[config.mk]
export PLATFORM = sky130hd
export DESIGN_NAME = wave_sample_gen_flat
export DESIGN_NICKNAME = d
export VERILOG_FILES = /design/src/rtl/wave_sample_gen_pkg.sv /design/src/rtl/wave_sample_gen_if.sv /design/src/rtl/wave_sample_gen_sine_quarter_lut.sv /design/src/rtl/wave_sample_gen.sv /design/src/flat_wrapper.sv
export SDC_FILE = /design/constraint.sdc
export NUM_CORES = 1
export LEC_CHECK = 0
export ABC_AREA = 0
export CAP_MARGIN = 40
export CELL_PAD_IN_SITES_DETAIL_PLACEMENT = 2
export CELL_PAD_IN_SITES_GLOBAL_PLACEMENT = 2
export CORE_ASPECT_RATIO = 1.75
export CORE_MARGIN = 5
export CORE_UTILIZATION = 38
export DETAILED_ROUTE_END_ITERATION = 7
export HOLD_SLACK_MARGIN = 0.12
export PLACE_DENSITY_LB_ADDON = 0.05
export SLEW_MARGIN = 20
export SYNTH_ARGS = -nofsm -noshare
export SYNTH_HDL_FRONTEND = slang
export SYNTH_SLANG_ARGS = --single-unit
[constraint.sdc]
create_clock -name clk -period 8.4 [get_ports clk]
set_input_delay 1.68 -clock clk [delete_from_list [all_inputs] [get_ports clk]]
set_output_delay 1.68 -clock clk [all_outputs]
set_load 0.005 [all_outputs]
[src/rtl/wave_sample_gen_pkg.sv]
// Shared types and constants for the DDS sample source.
// Imported by the interface, the shaper LUT and the top.
package wave_sample_gen_pkg;

  typedef enum logic [1:0] {
    WAVE_SQUARE = 2'b00,
    WAVE_SAW    = 2'b01,
    WAVE_TRI    = 2'b10,
    WAVE_SINE   = 2'b11
  } wave_e;

  localparam int DUTY_W         = 8;
  localparam int SINE_LUT_DEPTH = 64;

endpackage

[src/rtl/wave_sample_gen_if.sv]
// Control and sample bundle between the sample source and its user.
// slave = sample source, master = controller / duty consumer.
interface wave_sample_gen_if #(
  parameter int PHASE_W = 16
);
  import wave_sample_gen_pkg::*;

  logic               en;
  logic [1:0]         wave_sel;
  logic [PHASE_W-1:0] freq;
  logic [DUTY_W-1:0]  sample;
  logic               sample_valid;

  modport master (
    output en, wave_sel, freq,
    input  sample, sample_valid
  );

  modport slave (
    input  en, wave_sel, freq,
    output sample, sample_valid
  );
endinterface

[src/rtl/wave_sample_gen_sine_quarter_lut.sv]
// First quadrant of a sine, sampled at bin centres.
// 6-bit index in, 7-bit magnitude 0..127 out.
module sine_quarter_lut
  import wave_sample_gen_pkg::*;
(
  input  logic [5:0] idx,
  output logic [6:0] mag
);

  always_comb begin
    mag = 7'd0;
    unique case (idx)
      6'd0:  mag = 7'd2;
      6'd1:  mag = 7'd5;
      6'd2:  mag = 7'd8;
      6'd3:  mag = 7'd11;
      6'd4:  mag = 7'd14;
      6'd5:  mag = 7'd17;
      6'd6:  mag = 7'd20;
      6'd7:  mag = 7'd23;
      6'd8:  mag = 7'd26;
      6'd9:  mag = 7'd29;
      6'd10: mag = 7'd32;
      6'd11: mag = 7'd35;
      6'd12: mag = 7'd38;
      6'd13: mag = 7'd41;
      6'd14: mag = 7'd44;
      6'd15: mag = 7'd47;
      6'd16: mag = 7'd50;
      6'd17: mag = 7'd53;
      6'd18: mag = 7'd56;
      6'd19: mag = 7'd58;
      6'd20: mag = 7'd61;
      6'd21: mag = 7'd64;
      6'd22: mag = 7'd67;
      6'd23: mag = 7'd69;
      6'd24: mag = 7'd72;
      6'd25: mag = 7'd74;
      6'd26: mag = 7'd77;
      6'd27: mag = 7'd79;
      6'd28: mag = 7'd82;
      6'd29: mag = 7'd84;
      6'd30: mag = 7'd86;
      6'd31: mag = 7'd89;
      6'd32: mag = 7'd91;
      6'd33: mag = 7'd93;
      6'd34: mag = 7'd95;
      6'd35: mag = 7'd97;
      6'd36: mag = 7'd99;
      6'd37: mag = 7'd101;
      6'd38: mag = 7'd103;
      6'd39: mag = 7'd105;
      6'd40: mag = 7'd106;
      6'd41: mag = 7'd108;
      6'd42: mag = 7'd110;
      6'd43: mag = 7'd111;
      6'd44: mag = 7'd113;
      6'd45: mag = 7'd114;
      6'd46: mag = 7'd115;
      6'd47: mag = 7'd117;
      6'd48: mag = 7'd118;
      6'd49: mag = 7'd119;
      6'd50: mag = 7'd120;
      6'd51: mag = 7'd121;
      6'd52: mag = 7'd122;
      6'd53: mag = 7'd123;
      6'd54: mag = 7'd124;
      6'd55: mag = 7'd124;
      6'd56: mag = 7'd125;
      6'd57: mag = 7'd125;
      6'd58: mag = 7'd126;
      6'd59: mag = 7'd126;
      6'd60: mag = 7'd127;
      6'd61: mag = 7'd127;
      6'd62: mag = 7'd127;
      6'd63: mag = 7'd127;
      default: mag = 7'd0;
    endcase
  end

endmodule

[src/rtl/wave_sample_gen.sv]
// DDS sample source: prescaled phase accumulator plus waveform shaper,
// emitting one registered 8-bit duty word per PWM frame.
module wave_sample_gen
  import wave_sample_gen_pkg::*;
#(
  parameter int PHASE_W       = 16,
  parameter int SAMPLE_PERIOD = 256
) (
  input  logic               clk,
  input  logic               rst_n,
  wave_sample_gen_if.slave   bus
);

  localparam int PS_W = $clog2(SAMPLE_PERIOD);
  localparam logic [PS_W-1:0] PS_LAST = PS_W'(SAMPLE_PERIOD - 1);

  logic [PS_W-1:0]    ps_q, ps_d;
  logic [PHASE_W-1:0] phase_q, phase_d;
  wave_e              sel_q, sel_d;
  logic               tick;
  logic               tick_d_q;
  logic [DUTY_W-1:0]  sample_q, sample_d;
  logic               valid_q;

  logic [7:0]         p;
  logic [5:0]         idx;
  logic [6:0]         mag;
  logic [7:0]         shape;

  // Shape select is latched with the phase step so both change together.
  always_comb begin
    tick    = bus.en && (ps_q == PS_LAST);
    ps_d    = ps_q;
    phase_d = phase_q;
    sel_d   = sel_q;
    if (bus.en) begin
      ps_d = tick ? '0 : ps_q + 1'b1;
    end
    if (tick) begin
      phase_d = phase_q + bus.freq;
      sel_d   = wave_e'(bus.wave_sel);
    end
  end

  assign p   = phase_q[PHASE_W-1 -: 8];
  assign idx = p[6] ? ~p[5:0] : p[5:0];

  sine_quarter_lut u_lut (
    .idx (idx),
    .mag (mag)
  );

  always_comb begin
    shape = p;
    unique case (1'b1)
      sel_q == WAVE_SQUARE: shape = p[7] ? 8'h00 : 8'hFF;
      sel_q == WAVE_SAW:    shape = p;
      sel_q == WAVE_TRI:
        shape = p[7] ? ~{p[6:0], 1'b0} : {p[6:0], 1'b0};
      sel_q == WAVE_SINE:
        shape = p[7] ? (8'd127 - {1'b0, mag})
                     : (8'd128 + {1'b0, mag});
      default: shape = p;
    endcase
  end

  // An in-flight tick_d completes even if en has dropped.
  always_comb begin
    sample_d = tick_d_q ? shape : sample_q;
  end

  always_ff @(posedge clk or negedge rst_n) begin
    if (!rst_n) begin
      ps_q     <= '0;
      phase_q  <= '0;
      sel_q    <= WAVE_SQUARE;
      tick_d_q <= 1'b0;
      sample_q <= '0;
      valid_q  <= 1'b0;
    end else begin
      ps_q     <= ps_d;
      phase_q  <= phase_d;
      sel_q    <= sel_d;
      tick_d_q <= tick;
      sample_q <= sample_d;
      valid_q  <= tick_d_q;
    end
  end

  assign bus.sample       = sample_q;
  assign bus.sample_valid = valid_q;

endmodule

[src/flat_wrapper.sv]
// flat-port wrapper written by rule: the top's interface ports become plain ports
module wave_sample_gen_flat import wave_sample_gen_pkg::*;
#(
  parameter int PHASE_W       = 16,
  parameter int SAMPLE_PERIOD = 256
)
  (clk, rst_n, bus_en, bus_wave_sel, bus_freq, bus_sample, bus_sample_valid);
  wave_sample_gen_if #(.PHASE_W(PHASE_W)) bus_i ();
  input  logic clk;
  input  logic rst_n;
  input wire logic [$bits(bus_i.en)-1:0] bus_en;
  input wire logic [$bits(bus_i.wave_sel)-1:0] bus_wave_sel;
  input wire logic [$bits(bus_i.freq)-1:0] bus_freq;
  output wire logic [$bits(bus_i.sample)-1:0] bus_sample;
  output wire logic [$bits(bus_i.sample_valid)-1:0] bus_sample_valid;
  assign bus_i.en = bus_en;
  assign bus_i.wave_sel = bus_wave_sel;
  assign bus_i.freq = bus_freq;
  assign bus_sample = bus_i.sample;
  assign bus_sample_valid = bus_i.sample_valid;
  wave_sample_gen #(.PHASE_W(PHASE_W), .SAMPLE_PERIOD(SAMPLE_PERIOD)) u_core (.clk(clk), .rst_n(rst_n), .bus(bus_i));
endmodule
==> flow_summary_export.csv, run 1 <==
group,metric,value,unit
placed_design,gp_congestion,0.868,
worst_setup_path,slowest_delay,0.42,ns
placed_design,preCtsSetupSlack,4.18,ns
synth,ys_seq_area_share,24.6,%
synth,synth_seq_cells,36,
final_layout,utilization,43.6,%
power_and_ir_drop,pwr_density_cell,115,nW/um^2
clocking,cts.clk_slew.worst_paths,0.06,ns
detailed_routing,drt-total-wl,12800,um
final_layout,area_growth,13.0,%
worst_setup_path,critPathLaunchType,"input pin",
synth,synth_area,3660,sq um
grt,grt_pass1_vias,3957,
floorplan,start_util,38.6,%
synth,synth_cells,454,
clocking,cts_tree,"built",
worst_setup_path,cp-end-kind,"flip-flop",
clocking,cts_resized,0,
final_layout,final_common_cell,"nand2_1",
grt,grt_remaining_overflow,0,
worst_setup_path,critPathMaxFanout,4,
grt,grt_antenna_before_repair,0,
clocking,cts_root_buf,"clkbuf_16",
synth,syn-num-nets,502,
detailed_routing,ant_nets,0,
worst_setup_path,cp_num_buf_inv,1,
worst_setup_path,crit_required,8.58,ns
clocking,clk_latency,0.29,ns
timing,period_share,47.1,%
worst_setup_path,worst-setup-path-type,"in2reg",
final_layout,mostFrequentLayoutCells,"nand2_1, a21oi_1, nor2_1, dfrtp_1, clkdlybuf4s50_1",
floorplan,ios,30,
timing,fmax,253,MHz
clocking,clock-sinks,36,
floorplan,dieHeight,140,um
timing,hold_viol,0,
detailed_routing,drtIter0Drc,102,
clocking,clock_tree.buffer_depth,2,
timing,period_needed,3.96,ns
final_layout,nets,513,
synth,synth_top_area_share,24.6,%
clocking,cts_hold_buf,0,
worst_setup_path,path_delay_family,"compound AO/OA/AOI/OAI gates",
floorplan,die_area,11800,sq um
final_layout,drive_gt1_share,7.30,%
power_and_ir_drop,report.power.total,476,uW
detailed_routing,drt_first_pass_iters,4,
synth,synth_area_leaders,"dfrtp_1, ha_1, a21oi_1",
synth,synth_edf_count,0,
synth,yosys_warnings,0,
timing,tightest_slew,0.822,ns
grt,grt_start_max_net_pins,38,
placed_design,hpwl,9630,um
status,status,"finished clean",
synth,async_reset_ff_share,100,%
worst_hold_path,hp-class,"reg2reg",
timing,skew,0.00465,ns
floorplan,dieWidth,84.2,um
synth,synthFlopType,"dfrtp_1",
floorplan,row_count,47,
worst_setup_path,crit_chain,"clkdlybuf4s50_1 -> ha_1 -> fa_1 -> a21o_1 -> a21o_1 -> a21oi_1 -> o21ai_0 -> a21oi_1 -> xor2_1 -> o21ai_1",
detailed_routing,dr_total_vias,3510,
detailed_routing,vias_per_cell,5.97,
timing,setup_viol,0,
power_and_ir_drop,cellLeakagePower,1.77,nW
clocking,cts_setup_buffers,0,
floorplan,coreArea,9470,sq um
detailed_routing,wl_per_cell,21.7,um
grt,grt_pass1_wl,20900,um
synth,synth_area_leader_cell,"dfrtp_1",
timing,slew_headroom,45.2,%
timing,rsz0062_at_grt,"no",
synth,synth_cell_types,63,
worst_setup_path,arrival,4.14,ns
timing,slew_violations,0,
clocking,cts_made_buffers,5,
placed_design,port_buffers,29,
timing,fin_tns_setup,0,ns
grt,grt_util_all_layers,22.3,%
final_layout,nFillCells,1100,
detailed_routing,drc,0,
synth,synth_area_per_cell,8.06,sq um
clocking,htreeDepth,2,
worst_setup_path,crit_slowest_cell,"fa_1",
final_layout,n_antenna_cell,0,
run,cap_viol_max_count,0,
timing,worst_slack,4.44,ns
power_and_ir_drop,irDropWorstVdd,0.000128,V
==> registers in the layout (all words and copies together), names as in the netlist <==
signal                   flops
u_core.ps_q                  8
u_core.bus.sample            8
u_core.sel_q                 2
u_core.bus.sample_valid      1
u_core.phase_q              16
u_core.tick_d_q              1
==> worst paths after layout <==
| kind | from | endpoint | slack [ns] | cells past startpoint |
|---|---|---|---|---|
| max | bus_freq[0] | u_core.phase_q[14]$_DFFE_PN0P_ | 4.44 | 10 |
| min | u_core.ps_q[4]$_DFFE_PN0P_ | u_core.ps_q[4]$_DFFE_PN0P_ | 0.48 | 1 |
| max reg2reg | u_core.phase_q[9]$_DFFE_PN0P_ | u_core.bus.sample[2]$_DFFE_PN0P_ | 5.20 | 9 |
| min reg2reg | u_core.ps_q[4]$_DFFE_PN0P_ | u_core.ps_q[4]$_DFFE_PN0P_ | 0.48 | 1 |
| max in group asynchronous | rst_n | u_core.phase_q[12]$_DFFE_PN0P_ | 6.69 | 2 |
| min in group asynchronous | rst_n | u_core.bus.sample_valid$_DFF_PN0_ | 1.27 | 1 |
==> metrics by stage <==
step,std cells,hold WS (ns),cell area (sq um)
2_1_floorplan,454,0.446,3660
3_3_place_gp,578,0.466,3930
3_5_place_dp,580,0.467,3960
4_1_cts,588,0.479,4130
5_1_grt,588,0.511,4130
6_report,588,0.476,4130
==> per-layer routing <==
layer / global-route usage [%] / up-vias / routed length, um
li1: - / 1657 / -
met1: 22.5 / 1752 / 4730
met2: 42.5 / 67 / 7010
met3: 2.31 / 34 / 273
met4: 14.1 / 0 / 772
met5: 0 / - / 0
==> cell usage after synthesis, types with 4 or more instances <==
cell       number
nand2_1        47
a21oi_1        43
nor2_1         39
dfrtp_1        36
ha_1           26
o21ai_0        26
xnor2_1        18
nand2b_1       16
inv_1          14
o21ai_1        14
nand3_1        11
a21o_1         10
buf_2          10
clkbuf_1       10
xor2_1         10
a211oi_1        9
nor2b_1         8
mux2i_1         7
o22ai_1         7
buf_6           6
o221ai_1        6
buf_4           5
o211ai_1        5
o21a_1          5
o2bb2ai_1       5
inv_2           4
mux2_2          4
==> kinds of logic after synthesis <==
group	share of synthesized area [%]
AO/OA/AOI/OAI	30.1
AND/OR/NAND/NOR	18.1
buffers and inverters	7.12
flip-flops	24.6
XOR/XNOR	7.15
adder cells (fa/ha/maj)	9.44
multiplexers	3.46
==> power by group <==
group,switching (mW),internal [mW],total (mW)
registers,0.0160,0.187,0.203
clock network,0.0793,0.139,0.219
logic,0.0255,0.0284,0.0539
==> layout make-up <==
| type | instances | area, sq um | area share [%] |
|---|---|---|---|
| Clock buffer | 5 | 125 | 3.03 |
| Tap cell | 122 | 153 | 3.69 |
| Clock inverter | 3 | 42.5 | 1.03 |
| Timing Repair Buffer | 35 | 347 | 8.39 |
| Multi-Input combinational cell | 369 | 2500 | 60.4 |
| Inverter | 18 | 67.6 | 1.64 |
| Sequential cell | 36 | 901 | 21.8 |
Note: power is estimated with default switching activity, not from simulation.
==> run 2, diff against run 1 <==
Settings changed: CORE_UTILIZATION 38 to 36.
Clock period 8.4 ns to 3.9 ns, I/O delays scaled along.
==> run 2 against run 1 <==
Effect of this change:
- via count rose by 1.7%
- clock power rose by 82%
- global-route usage fell by 1.3 points
- core utilization fell by 1.6 points
- combinational power rose by 110%
- power rose by 99%
- largest cell class unchanged
- highest routed layer unchanged
- first-iteration DRC count fell by 33%
- worst setup slack got worse by 3.6 ns
==> flow_summary_export.csv, run 2 (same netlist as run 1, synthesis figures left out) <==
group,metric,value,unit
final_layout,final_common_cell,"nand2_1",
clocking,clock_tree.buffer_depth,2,
detailed_routing,drtIter0Drc,68,
final_layout,top_register,"u_core.phase_q",
floorplan,die_area,12400,sq um
detailed_routing,wl_per_cell,21.0,um
power_and_ir_drop,cellLeakagePower,1.80,nW
clocking,cts_tree,"built",
floorplan,start_util,36.9,%
grt,gr-max-usage-layer,"met2",
placed_design,port_buffers,29,
detailed_routing,drt-total-wl,12500,um
run,cap_viol_max_count,0,
final_layout,n_antenna_cell,0,
final_layout,seqCellArea,901,sq um
worst_setup_path,crit_required,4.06,ns
final_layout,largest_reg_flops,16,
detailed_routing,vias_per_cell,5.97,
clocking,clock-sinks,36,
worst_setup_path,reg2reg_depth,11,
power_and_ir_drop,pwr_density_cell,227,nW/um^2
power_and_ir_drop,irDropWorstVdd,0.000357,V
clocking,cts_made_buffers,5,
grt,grt_start_max_net_pins,29,
grt,grt_util_all_layers,21.0,%
final_layout,area_growth,14.0,%
timing,fin_tns_setup,0,ns
clocking,htreeDepth,2,
detailed_routing,dr_total_vias,3568,
worst_setup_path,crit_slowest_cell,"fa_1",
grt,met1_usage,21.5,%
grt,grt_pass1_wl,20300,um
timing,skew,0.00498,ns
worst_setup_path,r2r-end,"u_core.bus.sample[4]$_DFFE_PN0P_",
detailed_routing,drc,0,
timing,fmax,329,MHz
floorplan,dieWidth,86.2,um
clocking,cts_resized,0,
timing,period_share,77.8,%
grt,grt_pass1_vias,3918,
status,status,"finished clean",
final_layout,drive_gt1_share,8.67,%
timing,hold_viol,0,
timing,tightest_slew,0.789,ns
detailed_routing,drt_first_pass_iters,4,
grt,met3_usage,1.89,%
clocking,cts_setup_buffers,0,
final_layout,multi_input_area,2500,sq um
worst_setup_path,worst-r2r-setup-slack,0.97,ns
floorplan,row_count,48,
detailed_routing,ant_nets,0,
clocking,cts_root_buf,"clkbuf_16",
floorplan,coreArea,9910,sq um
floorplan,ios,30,
clocking,cts_hold_buf,0,
final_layout,utilization,42.1,%
worst_setup_path,cp-end-kind,"flip-flop",
worst_setup_path,critPathMaxFanout,4,
final_layout,mostFrequentLayoutCells,"nand2_1, a21oi_1, nor2_1, dfrtp_1, clkdlybuf4s50_1",
timing,slew_violations,0,
placed_design,gp_congestion,0.853,
worst_setup_path,regToRegStartpoint,"u_core.phase_q[14]$_DFFE_PN0P_",
timing,setup_viol,0,
worst_setup_path,slowest_delay,0.41,ns
grt,grt_antenna_before_repair,0,
grt,grt_remaining_overflow,0,
worst_setup_path,worst-setup-path-type,"in2reg",
floorplan,dieHeight,143,um
timing,slew_headroom,47.4,%
worst_setup_path,arrival,3.19,ns
worst_setup_path,crit_chain,"clkdlybuf4s50_1 -> ha_1 -> fa_1 -> a21o_1 -> a21o_1 -> a21oi_1 -> o41ai_1 -> a21oi_1 -> xor2_1 -> o21ai_1",
timing,period_needed,3.04,ns
worst_setup_path,critPathLaunchType,"input pin",
timing,rsz0062_at_grt,"no",
placed_design,hpwl,9660,um
worst_hold_path,hp-class,"in2async",
final_layout,nets,520,
timing,hold_slack,0.383,ns
grt,use_met2,40.7,%
final_layout,nFillCells,1160,
clocking,cts.clk_slew.worst_paths,0.05,ns
clocking,clk_latency,0.28,ns
run 2: cell types whose count changed in the layout (fill, tap and decap cells not counted):
cell and delta:
clkinv_2 +1, buf_6 -1, buf_8 +1, buf_4 +7, clkinvlp_4 -1, clkinv_4 +1, bufinv_16 -1
run 2: worst max-delay path: cells and delay by family:
family / cells / cell delay, ns
compound gates: 6 / 1.15
xor+xnor: 1 / 0.19
fa+ha+maj: 2 / 0.66
buf+inv: 1 / 0.40
run 2: worst max path at each step:
stage	from	to	slack, ns
final	bus_freq[0]	u_core.phase_q[12]$_DFFE_PN0P_	0.86
after floorplan	u_core.phase_q[14]$_DFFE_PN0P_	u_core.bus.sample[2]$_DFFE_PN0P_	1.13
after CTS	bus_freq[0]	u_core.phase_q[12]$_DFFE_PN0P_	0.84
after global placement	bus_freq[0]	u_core.phase_q[14]$_DFFE_PN0P_	0.69
after detailed placement	bus_freq[0]	u_core.phase_q[12]$_DFFE_PN0P_	0.63
after global routing	bus_freq[0]	u_core.phase_q[12]$_DFFE_PN0P_	0.66
run 2: where the power goes:
group          switching (mW)  internal, mW  total (mW)
logic                  0.0523        0.0612       0.114
clock network           0.163         0.235       0.398
registers              0.0314         0.403       0.435
total                   0.246         0.700       0.946
run 2: area by class of cell:
cell class / instances / share of cell area, %
multi-input cells: 369 / 59.9
clock inverters: 3 / 0.450
repair buffers: 42 / 9.67
inverters: 18 / 1.62
clock buffers: 5 / 3.00
well taps: 125 / 3.75
flip-flops and latches: 36 / 21.6
run 2: per-stage QoR:
stage               setup WS [ns]  cells  area [sq um]  power, mW
floorplan                    1.13    454          3660      0.500
global placement            0.695    588          3990      0.542
detailed placement          0.631    590          4020      0.555
CTS                         0.844    598          4170      0.964
global route                0.660    598          4170      0.996
finish                      0.864    598          4170      0.946
run 2: layer usage:
layer | share of wire [%] | routed length (um) | vias to the layer above
met3 | 2.4 | 295 | 39
met5 | 0 | 0 | -
met4 | 5.7 | 718 | 0
met2 | 55 | 6840 | 73
li1 | - | - | 1679
met1 | 37 | 4690 | 1777
==> run 3, diff against run 2 <==
Clock period 3.9 ns to 2.8 ns, I/O delays scaled along.
==> run 3 against run 2 <==
Effect of this change:
- via count grew 1.5%
- largest power group unchanged
- routed wire length grew 4.5%
- sequential power grew 39%
- non-clock buffer count grew 8
- worst setup slack lost 0.73 ns
- clock skew shrank 0.00086 ns
- first-iteration DRC count grew 79%
- sequential share of layout area shrank 0.45 points
==> flow_summary_export.csv, run 3 (same netlist as run 1, synthesis figures left out) <==
group,metric,value,unit
status,status,"finished clean",
detailed_routing,dr_total_vias,3622,
timing,rsz0062_at_grt,"no",
final_layout,area_growth,16.4,%
placed_design,preCtsSetupSlack,-0.145,ns
grt,grt_pass1_vias,4152,
power_and_ir_drop,pwr_density_cell,315,nW/um^2
clocking,cts_made_buffers,5,
clocking,cts.clk_slew.worst_paths,0.06,ns
worst_setup_path,crit_required,2.96,ns
detailed_routing,wl_per_cell,21.6,um
worst_setup_path,regToRegStartpoint,"u_core.phase_q[14]$_DFFE_PN0P_",
clocking,htreeDepth,2,
floorplan,row_count,48,
power_and_ir_drop,pwr-share-comb,12.0,%
timing,fmax,376,MHz
timing,worst_slack,0.138,ns
grt,grt_remaining_overflow,0,
detailed_routing,drtIter0Drc,122,
timing,tightest_slew,0.622,ns
final_layout,utilization,43.0,%
final_layout,n_antenna_cell,0,
power_and_ir_drop,power.switching,336,uW
worst_setup_path,cp-end-kind,"flip-flop",
timing,period_needed,2.66,ns
grt,grt_util_all_layers,22.3,%
worst_setup_path,worst-setup-path-type,"in2reg",
clocking,cts_tree,"built",
clocking,cts_setup_buffers,0,
power_and_ir_drop,report.power.total,1.34,mW
final_layout,mostFrequentLayoutCells,"nand2_1, a21oi_1, nor2_1, dfrtp_1, clkdlybuf4s50_1",
final_layout,top_register,"u_core.phase_q",
placed_design,port_buffers,29,
floorplan,ios,30,
power_and_ir_drop,clkPwrFrac,42.9,%
final_layout,drive_gt1_share,10.8,%
final_layout,largest_reg_flops,16,
worst_hold_path,hp-class,"in2async",
final_layout,stdcell_area,4260,sq um
placed_design,dpl-instance-area,4090,sq um
worst_setup_path,critPathLaunchType,"input pin",
grt,grt_start_max_net_pins,28,
final_layout,final_common_cell,"nand2_1",
power_and_ir_drop,swShare,25.1,%
grt,grt_pass1_wl,21600,um
power_and_ir_drop,internal_power,1.00,mW
floorplan,dieHeight,143,um
final_layout,nFillCells,1145,
clocking,clock_tree.buffer_depth,2,
timing,period_share,95.1,%
timing,skew,0.00412,ns
clocking,cts_root_buf,"clkbuf_16",
clocking,clock-sinks,36,
power_and_ir_drop,p_seq_share,45.1,%
floorplan,start_util,36.9,%
run,cap_viol_max_count,0,
placed_design,gp_congestion,0.864,
grt,grt_antenna_before_repair,0,
worst_setup_path,worst-r2r-setup-slack,0.23,ns
timing,slew_headroom,58.5,%
floorplan,coreArea,9910,sq um
floorplan,dieWidth,86.2,um
detailed_routing,ant_nets,0,
timing,hold_viol,0,
clocking,clk_latency,0.28,ns
timing,setup_viol,0,
final_layout,nets,528,
detailed_routing,drt_first_pass_iters,4,
worst_setup_path,r2r-end,"u_core.bus.sample[2]$_DFFE_PN0P_",
worst_setup_path,reg2reg_depth,9,
timing,slew_violations,0,
detailed_routing,drc,0,
floorplan,die_area,12400,sq um
worst_setup_path,arrival,2.83,ns
placed_design,hpwl,10200,um
detailed_routing,vias_per_cell,5.98,
power_and_ir_drop,irDropWorstVdd,0.000383,V
worst_setup_path,critPathMaxFanout,3,
detailed_routing,drt-total-wl,13100,um
power_and_ir_drop,cellLeakagePower,1.84,nW
run 3: cell types whose count changed in the layout (fill, tap and decap cells not counted), sizes merged:
cell,before,now
clkinvlp,0,1
clkbuf,5,7
clkinv,3,0
buf,14,22
run 3: cell type report:
class	count	area [sq um]	area share (%)
Clock buffer	7	143	3.35
Clock inverter	1	7.51	0.176
Inverter	18	67.6	1.59
Multi-Input combinational cell	369	2510	59.1
Sequential cell	36	901	21.2
Tap cell	125	156	3.67
Timing Repair Buffer	50	468	11.0
run 3: worst max-delay path, cell delays in order:
cell             delay (ns)
clkdlybuf4s50_1        0.45
buf_4                  0.16
ha_1                   0.32
a211oi_1               0.29
o21ai_1                0.15
o21a_1                 0.23
buf_4                  0.15
o21ai_0                0.17
nand2b_1               0.10
xnor2_1                0.16
o21ai_1                0.07
run 3: worst max path at each step:
| stage | from | endpoint | slack (ns) | depth (start not counted) |
|---|---|---|---|---|
| 2_1_floorplan | u_core.phase_q[14]$_DFFE_PN0P_ | u_core.bus.sample[2]$_DFFE_PN0P_ | 0.03 | 13 |
| 3_3_place_gp | bus_freq[0] | u_core.phase_q[14]$_DFFE_PN0P_ | -0.14 | 10 |
| 3_5_place_dp | bus_freq[0] | u_core.phase_q[14]$_DFFE_PN0P_ | -0.15 | 10 |
| 4_1_cts | bus_freq[1] | u_core.phase_q[15]$_DFFE_PN0P_ | 0.08 | 10 |
| 5_1_grt | bus_freq[1] | u_core.phase_q[15]$_DFFE_PN0P_ | 0.007 | 10 |
| 6_report | bus_freq[1] | u_core.phase_q[9]$_DFFE_PN0P_ | 0.14 | 11 |
run 3: repair_timing:
action                     in CTS  in global routing
setup endpoints to repair       1                  3
hold buffers                    0                  0
resized for setup               1                  3
run 3: power by group through the flow:
stage / clock network [mW] / logic, mW / registers [mW]
after floorplan: 0 / 0.0945 / 0.602
final: 0.575 / 0.161 / 0.603
after CTS: 0.590 / 0.165 / 0.603
after global routing: 0.615 / 0.182 / 0.610
after global placement: 0 / 0.149 / 0.609
after detailed placement: 0 / 0.163 / 0.611
run 3: stage by stage:
stage	std cells	setup TNS [ns]	hold slack [ns]
floorplan	454	0	0.264
global placement	597	-0.268	0.465
detailed placement	598	-0.782	0.477
CTS	606	0	0.176
global route	606	0	0.187
finish	606	0	0.171
run 3: routing by layer:
metal  vias to the layer above  global-route usage [%]  part of all wire, %
met5                         -                       0                    0
met4                         0                    11.8                  5.3
met3                        40                    2.01                  2.1
met2                        67                    44.9                   58
met1                      1834                    21.6                   34
li1                       1681                       -                    -
